[config.mk]
export PLATFORM = sky130hd
export DESIGN_NAME = dm_port_arbiter_flat
export DESIGN_NICKNAME = d
export VERILOG_FILES = /design/src/rtl/dm_port_arbiter_if.sv /design/src/rtl/dm_port_arbiter.sv /design/src/flat_wrapper.sv
export SDC_FILE = /design/constraint.sdc
export NUM_CORES = 1
export LEC_CHECK = 0
export CORE_AREA = 2 2 120 122
export DETAILED_ROUTE_END_ITERATION = 8
export DIE_AREA = 0 0 122 124
export GPL_TIMING_DRIVEN = 0
export PLACE_DENSITY = 0.61
export SYNTH_ARGS = -nofsm -noshare
export SYNTH_HDL_FRONTEND = slang
export SYNTH_SLANG_ARGS = --single-unit
[constraint.sdc]
create_clock -name clk -period 2.94 [get_ports clk]
set_clock_uncertainty 0.15 [all_clocks]
set_input_delay 0.588 -clock clk [delete_from_list [all_inputs] [get_ports clk]]
set_output_delay 0.588 -clock clk [all_outputs]
set_load 0.05 [all_outputs]
[src/rtl/dm_port_arbiter_if.sv]
// Two-requester data-RAM port bundle: requester side, arbiter side and the RAM pins.
// The arbiter uses modport slave; the requesters and RAM model use master.
interface dm_port_arbiter_if;
    logic        m0_req;
    logic [31:0] m0_addr;
    logic [3:0]  m0_wen;
    logic [31:0] m0_wdata;
    logic        m0_gnt;
    logic        m0_rvalid;
    logic [31:0] m0_rdata;

    logic        m1_req;
    logic [31:0] m1_addr;
    logic [3:0]  m1_wen;
    logic [31:0] m1_wdata;
    logic        m1_gnt;
    logic        m1_rvalid;
    logic [31:0] m1_rdata;

    logic [31:0] ram_addr;
    logic [3:0]  ram_wen;
    logic [31:0] ram_wdata;
    logic [31:0] ram_rdata;

    modport slave (
        input  m0_req, m0_addr, m0_wen, m0_wdata,
        output m0_gnt, m0_rvalid, m0_rdata,
        input  m1_req, m1_addr, m1_wen, m1_wdata,
        output m1_gnt, m1_rvalid, m1_rdata,
        output ram_addr, ram_wen, ram_wdata,
        input  ram_rdata
    );

    modport master (
        output m0_req, m0_addr, m0_wen, m0_wdata,
        input  m0_gnt, m0_rvalid, m0_rdata,
        output m1_req, m1_addr, m1_wen, m1_wdata,
        input  m1_gnt, m1_rvalid, m1_rdata,
        input  ram_addr, ram_wen, ram_wdata,
        output ram_rdata
    );
endinterface

[src/rtl/dm_port_arbiter.sv]
// Shares one synchronous-read data RAM port between the MEM stage (port 0) and a secondary port (port 1).
// Fixed priority with a starvation counter by default; define DM_ARB_RR_EN for 2-way round-robin.
module dm_port_arbiter #(
    parameter int STARVE_MAX = 4
) (
    input logic             clk,
    input logic             resetn,
    dm_port_arbiter_if.slave bus
);
    localparam logic [3:0] STARVE_LIM = 4'(STARVE_MAX);

    logic       pick1;
    logic       gnt0, gnt1;
    logic [1:0] rd_pend;
    logic [3:0] starve_cnt;

`ifdef DM_ARB_RR_EN
    logic rr_pref1;  // 1: port 0 was granted last, so port 1 wins the next tie

    assign starve_cnt = 4'd0;
    assign pick1 = bus.m1_req && (!bus.m0_req || rr_pref1);

    always_ff @(posedge clk or negedge resetn) begin
        if (!resetn)            rr_pref1 <= 1'b0;
        else if (gnt0 || gnt1)  rr_pref1 <= gnt0;
    end
`else
    assign pick1 = bus.m1_req && (!bus.m0_req || starve_cnt == STARVE_LIM);

    always_ff @(posedge clk or negedge resetn) begin
        if (!resetn)                     starve_cnt <= 4'd0;
        else if (!bus.m1_req || gnt1)    starve_cnt <= 4'd0;
        else if (starve_cnt != STARVE_LIM) starve_cnt <= starve_cnt + 4'd1;
    end
`endif

    // Grants are suppressed combinationally while reset is held
    assign gnt1 = resetn && pick1;
    assign gnt0 = resetn && bus.m0_req && !pick1;

    assign bus.m0_gnt = gnt0;
    assign bus.m1_gnt = gnt1;

    always_comb begin
        bus.ram_addr  = bus.m0_addr;
        bus.ram_wdata = bus.m0_wdata;
        bus.ram_wen   = 4'd0;
        if (gnt1) begin
            bus.ram_addr  = bus.m1_addr;
            bus.ram_wdata = bus.m1_wdata;
            bus.ram_wen   = bus.m1_wen;
        end else if (gnt0) begin
            bus.ram_wen   = bus.m0_wen;
        end
    end

    always_ff @(posedge clk or negedge resetn) begin
        if (!resetn) rd_pend <= 2'b00;
        else         rd_pend <= {gnt1 && (bus.m1_wen == 4'd0), gnt0 && (bus.m0_wen == 4'd0)};
    end

    assign bus.m0_rvalid = rd_pend[0];
    assign bus.m1_rvalid = rd_pend[1];
    assign bus.m0_rdata  = bus.ram_rdata;
    assign bus.m1_rdata  = bus.ram_rdata;
endmodule

[src/flat_wrapper.sv]
// flat-port wrapper written by rule: the top's interface ports become plain ports
module dm_port_arbiter_flat 
#(
    parameter int STARVE_MAX = 4
)
  (clk, resetn, bus_m0_req, bus_m0_addr, bus_m0_wen, bus_m0_wdata, bus_m0_gnt, bus_m0_rvalid, bus_m0_rdata, bus_m1_req, bus_m1_addr, bus_m1_wen, bus_m1_wdata, bus_m1_gnt, bus_m1_rvalid, bus_m1_rdata, bus_ram_addr, bus_ram_wen, bus_ram_wdata, bus_ram_rdata);
  dm_port_arbiter_if bus_i ();
  input logic clk;
  input logic resetn;
  input wire logic [$bits(bus_i.m0_req)-1:0] bus_m0_req;
  input wire logic [$bits(bus_i.m0_addr)-1:0] bus_m0_addr;
  input wire logic [$bits(bus_i.m0_wen)-1:0] bus_m0_wen;
  input wire logic [$bits(bus_i.m0_wdata)-1:0] bus_m0_wdata;
  output wire logic [$bits(bus_i.m0_gnt)-1:0] bus_m0_gnt;
  output wire logic [$bits(bus_i.m0_rvalid)-1:0] bus_m0_rvalid;
  output wire logic [$bits(bus_i.m0_rdata)-1:0] bus_m0_rdata;
  input wire logic [$bits(bus_i.m1_req)-1:0] bus_m1_req;
  input wire logic [$bits(bus_i.m1_addr)-1:0] bus_m1_addr;
  input wire logic [$bits(bus_i.m1_wen)-1:0] bus_m1_wen;
  input wire logic [$bits(bus_i.m1_wdata)-1:0] bus_m1_wdata;
  output wire logic [$bits(bus_i.m1_gnt)-1:0] bus_m1_gnt;
  output wire logic [$bits(bus_i.m1_rvalid)-1:0] bus_m1_rvalid;
  output wire logic [$bits(bus_i.m1_rdata)-1:0] bus_m1_rdata;
  output wire logic [$bits(bus_i.ram_addr)-1:0] bus_ram_addr;
  output wire logic [$bits(bus_i.ram_wen)-1:0] bus_ram_wen;
  output wire logic [$bits(bus_i.ram_wdata)-1:0] bus_ram_wdata;
  input wire logic [$bits(bus_i.ram_rdata)-1:0] bus_ram_rdata;
  assign bus_i.m0_req = bus_m0_req;
  assign bus_i.m0_addr = bus_m0_addr;
  assign bus_i.m0_wen = bus_m0_wen;
  assign bus_i.m0_wdata = bus_m0_wdata;
  assign bus_m0_gnt = bus_i.m0_gnt;
  assign bus_m0_rvalid = bus_i.m0_rvalid;
  assign bus_m0_rdata = bus_i.m0_rdata;
  assign bus_i.m1_req = bus_m1_req;
  assign bus_i.m1_addr = bus_m1_addr;
  assign bus_i.m1_wen = bus_m1_wen;
  assign bus_i.m1_wdata = bus_m1_wdata;
  assign bus_m1_gnt = bus_i.m1_gnt;
  assign bus_m1_rvalid = bus_i.m1_rvalid;
  assign bus_m1_rdata = bus_i.m1_rdata;
  assign bus_ram_addr = bus_i.ram_addr;
  assign bus_ram_wen = bus_i.ram_wen;
  assign bus_ram_wdata = bus_i.ram_wdata;
  assign bus_i.ram_rdata = bus_ram_rdata;
  dm_port_arbiter #(.STARVE_MAX(STARVE_MAX)) u_core (.clk(clk), .resetn(resetn), .bus(bus_i));
endmodule
## Word-level counts from Yosys, hierarchy flattened

Index checks and enable logic that the tools add are counted.

- Add/subtract/negate cells: 1
- Eq/ne operators: 2
- Multiplexer cells: 6
- Reductions and logical operators: 14

Operators by type and width:

| kind | number |
|---|---|
| $mux 32 | 2 |
| $mux 4 | 4 |
| $logic_not 4->1 | 2 |
| $logic_and 1x1->1 | 6 |
| $add 4x1->4 const B | 1 |
| $eq 4x3->1 const B | 1 |
| $ne 4x3->1 const B | 1 |
| $logic_not 1->1 | 3 |
| $logic_or 1x1->1 | 2 |
| $reduce_bool 2->1 | 1 |

- Bits in registers: 6
- Input port bits: 172

## Depth between registers and ports, before layout

Gate-level depths: netlist (run 1).

- Word-level depth: 7
- Depth in mapped cells: 6
- Mapped depth without buffers: 5

## Worst setup path after synthesis (run 1)

No wires, ideal clock.

- Path type: reg-to-output
- Start point: register u_core.starve_cnt[0]
- End point: output port bus_ram_addr[27]
- Arrival: 2048 ps
- Slack: 154 ps
- Cell stages (with the launch flop): 7
- Cell sequence: dfrtp_1 inv_1 ha_1 nand3b_4 a211oi_4 buf_6 mux2_1

- Longest elaborated chain between the ends: 5

Ends and longest elaborated chain:

| element | line | RTL |
|---|---|---|
| from (decl) | dm_port_arbiter.sv:15 | `logic [3:0] starve_cnt;` |
| from (signal assigned) | dm_port_arbiter.sv:33 | `else if (starve_cnt != STARVE_LIM) starve_cnt <= starve_cnt + 4'd1;` |
| $eq 4x3->1 | dm_port_arbiter.sv:28 | `assign pick1 = bus.m1_req && (!bus.m0_req \|\| starve_cnt == STARVE_LIM);` |
| $logic_or 1x1->1 | dm_port_arbiter.sv:28 |  |
| $logic_and 1x1->1 | dm_port_arbiter.sv:28 |  |
| $logic_and 1x1->1 | dm_port_arbiter.sv:38 | `assign gnt1 = resetn && pick1;` |
| via bus_m1_gnt | flat_wrapper.sv:21 | `output wire logic [$bits(bus_i.m1_gnt)-1:0] bus_m1_gnt;` |
| $mux 32 | dm_port_arbiter.sv:48 | `if (gnt1) begin` |
| to (decl) | flat_wrapper.sv:24 | `output wire logic [$bits(bus_i.ram_addr)-1:0] bus_ram_addr;` |

The timed path passes the listed nets, and every way through them passes these cells.

## Worst setup path after layout (run 1)

- Start point: register u_core.starve_cnt[1]
- End point: output port bus_ram_wen[1]

- Longest elaborated chain between the ends: 7
- Elaborated cells between the ends (all ways): 8
- Those cells by class: eq/ne: 1; mux: 2; reduce/logical: 5

Ends and longest elaborated chain:

| element | line | RTL |
|---|---|---|
| $eq 4x3->1 (*) | dm_port_arbiter.sv:28 |  |
| $logic_or 1x1->1 (*) | dm_port_arbiter.sv:28 |  |
| $logic_and 1x1->1 (*) | dm_port_arbiter.sv:28 |  |
| $logic_not 1->1 | dm_port_arbiter.sv:39 | `assign gnt0 = resetn && bus.m0_req && !pick1;` |
| $logic_and 1x1->1 | dm_port_arbiter.sv:39 |  |
| $mux 4 | dm_port_arbiter.sv:52 | `end else if (gnt0) begin` |
| $mux 4 (*) | dm_port_arbiter.sv:48 |  |
| to (decl) | flat_wrapper.sv:25 | `output wire logic [$bits(bus_i.ram_wen)-1:0] bus_ram_wen;` |

Every way passes the cells marked *; elsewhere a longest branch is shown, timed or not.

==> results_dict.tcl, run 1 <==
set metrics [dict create \
    ioPinCount 308 \
    setup_viol 0 \
    synth_seq_area_share 0.09002 \
    clkTransAtPathRegs_ns 0.03 \
    rows 43 \
    h-tree-depth 1 \
    hold_violations 0 \
    drtPass1Iterations 4 \
    max-slew-margin-rel 0.6517 \
    final_nets 627 \
    synth_top_area_frac 0.3916 \
    synthAdderAreaFrac 0.01500 \
    outcome "complete, no violations" \
    critPathCaptureType "output pin" \
    drc 0 \
    worst_path_dominant_cell_family "buffers and inverters" \
    die-area_mm2 0.01513 \
    routed-via-count 2344 \
    crit_path_start_kind "register" \
    cts_tree "yes" \
    crit_slowest_cell "dfrtp_1" \
    ys_types 24 \
    wire_per_inst_um 14.57 \
    area_growth_pct 179.2 \
    design_area_mm2 0.004657 \
    fmax_ghz 0.3473 \
    avgViaCountPerCell 3.715 \
    cts.sinks 6 \
    cap_violations 0 \
    syn-cell-area_mm2 0.001668 \
    avgSynthCellArea_um2 9.811 \
    power_density_mw_per_mm2 289.9 \
    gp_congestion 0.7727 \
    nFillCells 1416 \
    yosysWarnings 0 \
    reg2reg_depth 7 \
    yosys.area.top_type "mux2_2" \
    vdd_ir_drop_max_mv 0.1300 \
    min_period_ns 2.880 \
    critical-path-max-stage-delay_ns 0.40 \
    slew_violations 0 \
    rsz0062_at_grt "true" \
    drive_above_1_share 0.4656 \
    arrival_ns 2.14 \
    synth_compound_area_frac 0.06977 \
    ant_nets 0 \
    fin_crit_sh 0.9795 \
    grt_pass1_vias 2473 \
    synthMuxAreaShare 0.4381 \
    ys_ff_latch 6 \
    placed_cells 625 \
    synth_ff_type "dfrtp_1" \
    grt_pass1_wl_um 12480 \
    synthArstFlopShare 1.000 \
    dp.final_hpwl_um 8073 \
    yosys.area_share.xor_xnor 0.005251 \
    wl_um 9191 \
    syn_inst 170 \
    core_mm2 0.01372 \
    crit_path_start "u_core.starve_cnt[1]$_DFFE_PN0P_" \
    die_h_um 124 \
    r2r-start "u_core.starve_cnt[1]$_DFFE_PN0P_" \
    antenna_found_initial 0 \
    hold_path.class "in2async" \
    synth-simple-area-share 0.03751 \
    diodes 0 \
    drt_iter0_markers 28 \
    gr-total-overflow 0 \
    post-synth-top-count-cell "buf_4" \
    netlist_top_cells_count "buf_4, mux2_2, buf_6" \
    worstSetupPathType "reg2out" \
    crit_required_ns 2.20 \
    ctsRootBufferMaster "clkbuf_16" \
    crit_chain "inv_2, ha_4, nand3b_4, a211oi_4, buf_12, buf_6, a22o_1, clkdlybuf4s15_2" \
    leakage_nw 1.989 \
    crit_path_max_fanout 10 \
    synth_top_family_by_area "multiplexers" \
    worst_slew_pin_slew_ns 0.5209 \
    grt_max_degree 13 \
    synth_edf_count 0 \
    placed_area_mm2 0.004646 \
    numPortBuffers 275 \
    synth_area_leaders "mux2_2, buf_4, dfrtp_1, buf_6, mux2_1" \
    grtUsageTotal 0.1066 \
    cts_buffer_depth 2 \
    dieWidth_um 122 \
    cts_hold_buf 0 \
    final_cells 631 \
    initial_core_util 0.1216 \
    synth_nets 344 \
    clk_latency_ns 0.23 \
    rrSetupSlack_ns 1.22 \
    cts_buffers 3 \
    crit_buf_inv 4 \
    r2r_end "u_core.rd_pend[1]$_DFF_PN0_" \
]
## metal layers
| layer | up-vias | GRT usage | routed length, µm |
|---|---|---|---|
| met3 | 7 | 0.04075 | 1323 |
| met4 | 0 | 0.01437 | 55 |
| met5 | - | 0 | 0 |
| met2 | 187 | 0.2291 | 5066 |
| met1 | 1050 | 0.09331 | 2746 |
| li1 | 1100 | - | - |
## report_power, final
part / total (mW) / leakage [nW] / switching [mW] / internal, mW
clock: 0.220 / 0.0370 / 0.0456 / 0.174
sequential: 0.0906 / 0.0820 / 0.00393 / 0.0866
combinational: 1.04 / 1.87 / 0.574 / 0.465
## how the worst max path moves through the flow
stage                         to  slack, ns  depth (start not counted)
6_report          bus_ram_wen[1]       0.06                          8
5_1_grt         bus_ram_addr[30]     -0.008                          8
4_1_cts         bus_ram_addr[12]     -0.005                          8
3_5_place_dp   bus_ram_wdata[16]      -1.31                          6
3_3_place_gp     bus_ram_addr[2]      -1.29                          6
2_1_floorplan   bus_ram_addr[27]       0.15                          6
## final cells by class
class | count | area [µm²] | share of cell area
buffer | 71 | 591.8 | 0.1271
clock buffer | 3 | 75.07 | 0.01612
inverter | 4 | 15.01 | 0.003224
multi-input combinational | 89 | 955.9 | 0.2053
sequential | 6 | 150.1 | 0.03224
tap | 180 | 225.2 | 0.04836
timing repair buffer | 278 | 2644 | 0.5677
## logic make-up (layout without fill, tap and decap cells)
logic type                 Yosys count  after routing
buffers and inverters               75            356
and+or+nand+nor                      9              9
adders and majority gates            2              2
xor gates and xnor gates             1              1
DFF                                  6              6
muxes                               65             65
AOI/OAI and AO/OA                   12             12
## state kept, by name, summed over array words and instances, names as in the netlist
signal,flops
u_core.rd_pend,2
u_core.starve_cnt,4
## per-stage QoR
stage	power, mW	hold WS (ns)	setup TNS [ns]	setup WS (ns)	utilization
after floorplan	0.7021	0.1424	0	0.1541	-
after global placement	1.135	0.4376	-85.65	-1.287	0.3386
after detailed placement	1.141	0.4452	-87.08	-1.308	0.3386
after CTS	1.332	0.06860	-0.005050	-0.005050	0.3298
after global routing	1.402	0.07373	-0.06092	-0.007940	0.3394
final	1.350	0.06593	0	0.06029	0.3394
## timing repair
item	in CTS	in global routing
pin swaps	2	1
resized for setup	383	66
endpoints found under the hold margin	0	0
endpoints found under the setup margin	70	69
setup buffers	1	2
cloned	0	0
## cell usage in the layout (no fill, tap or decap)
cell type        instances
clkdlybuf4s50_1        202
buf_4                  112
mux2_2                  58
buf_6                   12
buf_2                    8
mux2_1                   6
dfrtp_1                  6
buf_8                    4
a22o_1                   4
inv_2                    3
buf_12                   3
clkbuf_16                3
dlygate4sd2_1            3
clkdlybuf4s18_2          3
o211a_1                  2
nor4_1                   2
and2_1                   2
nand3b_4                 1
inv_1                    1
a211oi_4                 1
nor3_1                   1
o21a_1                   1
nand2_1                  1
xnor2_1                  1
a221oi_1                 1
nor2_1                   1
nand3_1                  1
mux2i_1                  1
a211oi_1                 1
o2111ai_1                1
o41ai_1                  1
ha_4                     1
ha_1                     1
clkdlybuf4s15_1          1
clkdlybuf4s15_2          1
No activity file was read; power rests on OpenSTA's default activity.
==> run 2, diff against run 1 <==
clock period = 3.02 ns   (was 2.94 ns; I/O delays follow)
==> results_dict.tcl, run 2 (synthesized netlist as in run 1, its figures left out) <==
set metrics [dict create \
    cts_tree "yes" \
    leakage_nw 1.917 \
    gp_congestion 0.7727 \
    worstSetupPathType "reg2out" \
    crit_path_max_fanout 10 \
    hold_path.class "in2async" \
    setup_slack_ns 0.08295 \
    cap_violations 0 \
    drive_above_1_share 0.4633 \
    fmax_ghz 0.3405 \
    hold_violations 0 \
    routed-via-count 2322 \
    cts_hold_buf 0 \
    outcome "complete, no violations" \
    drt_iter0_markers 34 \
    grtUsageTotal 0.1066 \
    max-slew-margin-rel 0.6536 \
    reg2reg_depth 7 \
    power_density_mw_per_mm2 284.6 \
    arrival_ns 2.18 \
    largest_reg_flops 4 \
    hold_ws_ns 0.08105 \
    ioPinCount 308 \
    crit_required_ns 2.27 \
    diodes 0 \
    core_mm2 0.01372 \
    internal_power_mw 0.6649 \
    grt_busiest_layer "met2" \
    final_cell_mix "clkdlybuf4s50_1, buf_4, mux2_2, buf_2" \
    clk_latency_ns 0.23 \
    top_regs "u_core.starve_cnt (4), u_core.rd_pend (2)" \
    nFillCells 1440 \
    wire_per_inst_um 14.51 \
    critPathCaptureType "output pin" \
    met3_usage 0.03938 \
    final_cells 629 \
    ctsRootBufferMaster "clkbuf_16" \
    largest_register "u_core.starve_cnt" \
    switchingPower_mw 0.6016 \
    drc 0 \
    p_comb_frac 0.761 \
    rrSetupSlack_ns 1.30 \
    grtUsageMet2 0.2297 \
    cts_buffers 3 \
    area_growth_pct 166.8 \
    numPortBuffers 275 \
    fin_crit_sh 0.9725 \
    place_ws_ns -1.260 \
    use_met1 0.09386 \
    min_period_ns 2.937 \
    slew_violations 0 \
    r2r-start "u_core.starve_cnt[0]$_DFFE_PN0P_" \
    crit_path_start_kind "register" \
    vdd_ir_drop_max_mv 0.1262 \
    die_h_um 124 \
    h-tree-depth 1 \
    rows 43 \
    worst_slew_pin_slew_ns 0.5180 \
    clkTransAtPathRegs_ns 0.03 \
    grt_max_degree 13 \
    seqPwrFrac 0.070 \
    grt_pass1_wl_um 12480 \
    mostFrequentLayoutCell "clkdlybuf4s50_1" \
    cts_buffer_depth 2 \
    clockPowerShare 0.169 \
    gr-total-overflow 0 \
    switching_share 0.4750 \
    r2r_end "u_core.rd_pend[1]$_DFF_PN0_" \
    cts.sinks 6 \
    tns_ns 0 \
    dieWidth_um 122 \
    antenna_found_initial 0 \
    drtPass1Iterations 4 \
    ant_nets 0 \
    die-area_mm2 0.01513 \
    rsz0062_at_grt "false" \
    setup_viol 0 \
    final_nets 625 \
    grt_pass1_vias 2475 \
    placed_cells 625 \
    initial_core_util 0.1216 \
    fin_total_pwr_mw 1.266 \
    wl_um 9128 \
    dp.final_hpwl_um 8073 \
    avgViaCountPerCell 3.692 \
]
## run 2: critical path: stages, from the launching register on
cell      delay, ns
dfrtp_1        0.40
inv_2          0.10
ha_4           0.15
nand3b_4       0.13
a211oi_4       0.26
buf_12         0.18
buf_6          0.15
mux2_2         0.36
buf_2          0.22
## run 2: area by class of cell
cell class	instances	area, µm²	share of cell area
repair buffers	276	2465	0.5540
plain buffers	71	563.0	0.1265
inverters	4	15.01	0.003375
flip-flops and latches	6	150.1	0.03375
well taps	180	225.2	0.05062
clock buffers	3	75.07	0.01687
multi-input cells	89	955.9	0.2148
## run 2: repair_timing
item	CTS	global route
resized for setup	349	8
buffers inserted	1	0
pin swaps	2	1
setup endpoints to repair	70	69
## run 2: routing by layer
metal,up-vias,part of all wire
li1,1095,-
met2,178,0.55
met4,0,0.0038
met5,-,0
met3,5,0.14
met1,1044,0.30
## run 2: power by group through the flow
| stage | logic, mW | clock network, mW | registers, mW |
|---|---|---|---|
| after floorplan | 0.595 | 0 | 0.0885 |
| after global placement | 1.02 | 0 | 0.0883 |
| after detailed placement | 1.02 | 0 | 0.0886 |
| after CTS | 0.970 | 0.216 | 0.0879 |
| after global routing | 1.00 | 0.225 | 0.0886 |
| final | 0.964 | 0.214 | 0.0882 |
## run 2: metrics by stage
step	instance area [µm²]	util
floorplan	1668	-
global placement	4646	0.3386
detailed placement	4646	0.3386
CTS	4439	0.3236
global route	4449	0.3243
finish	4449	0.3243
## run 2: worst max path at each step
| stage | start | to | slack, ns | cells after the start |
|---|---|---|---|---|
| after floorplan | u_core.starve_cnt[0]$_DFFE_PN0P_ | bus_ram_addr[27] | 0.22 | 6 |
| after global placement | resetn | bus_ram_addr[2] | -1.24 | 6 |
| after detailed placement | resetn | bus_ram_wdata[16] | -1.26 | 6 |
| after CTS | u_core.starve_cnt[1]$_DFFE_PN0P_ | bus_ram_addr[12] | 0.001 | 8 |
| after global routing | u_core.starve_cnt[1]$_DFFE_PN0P_ | bus_ram_wdata[24] | 0.006 | 8 |
| final | u_core.starve_cnt[0]$_DFFE_PN0P_ | bus_ram_addr[12] | 0.08 | 8 |
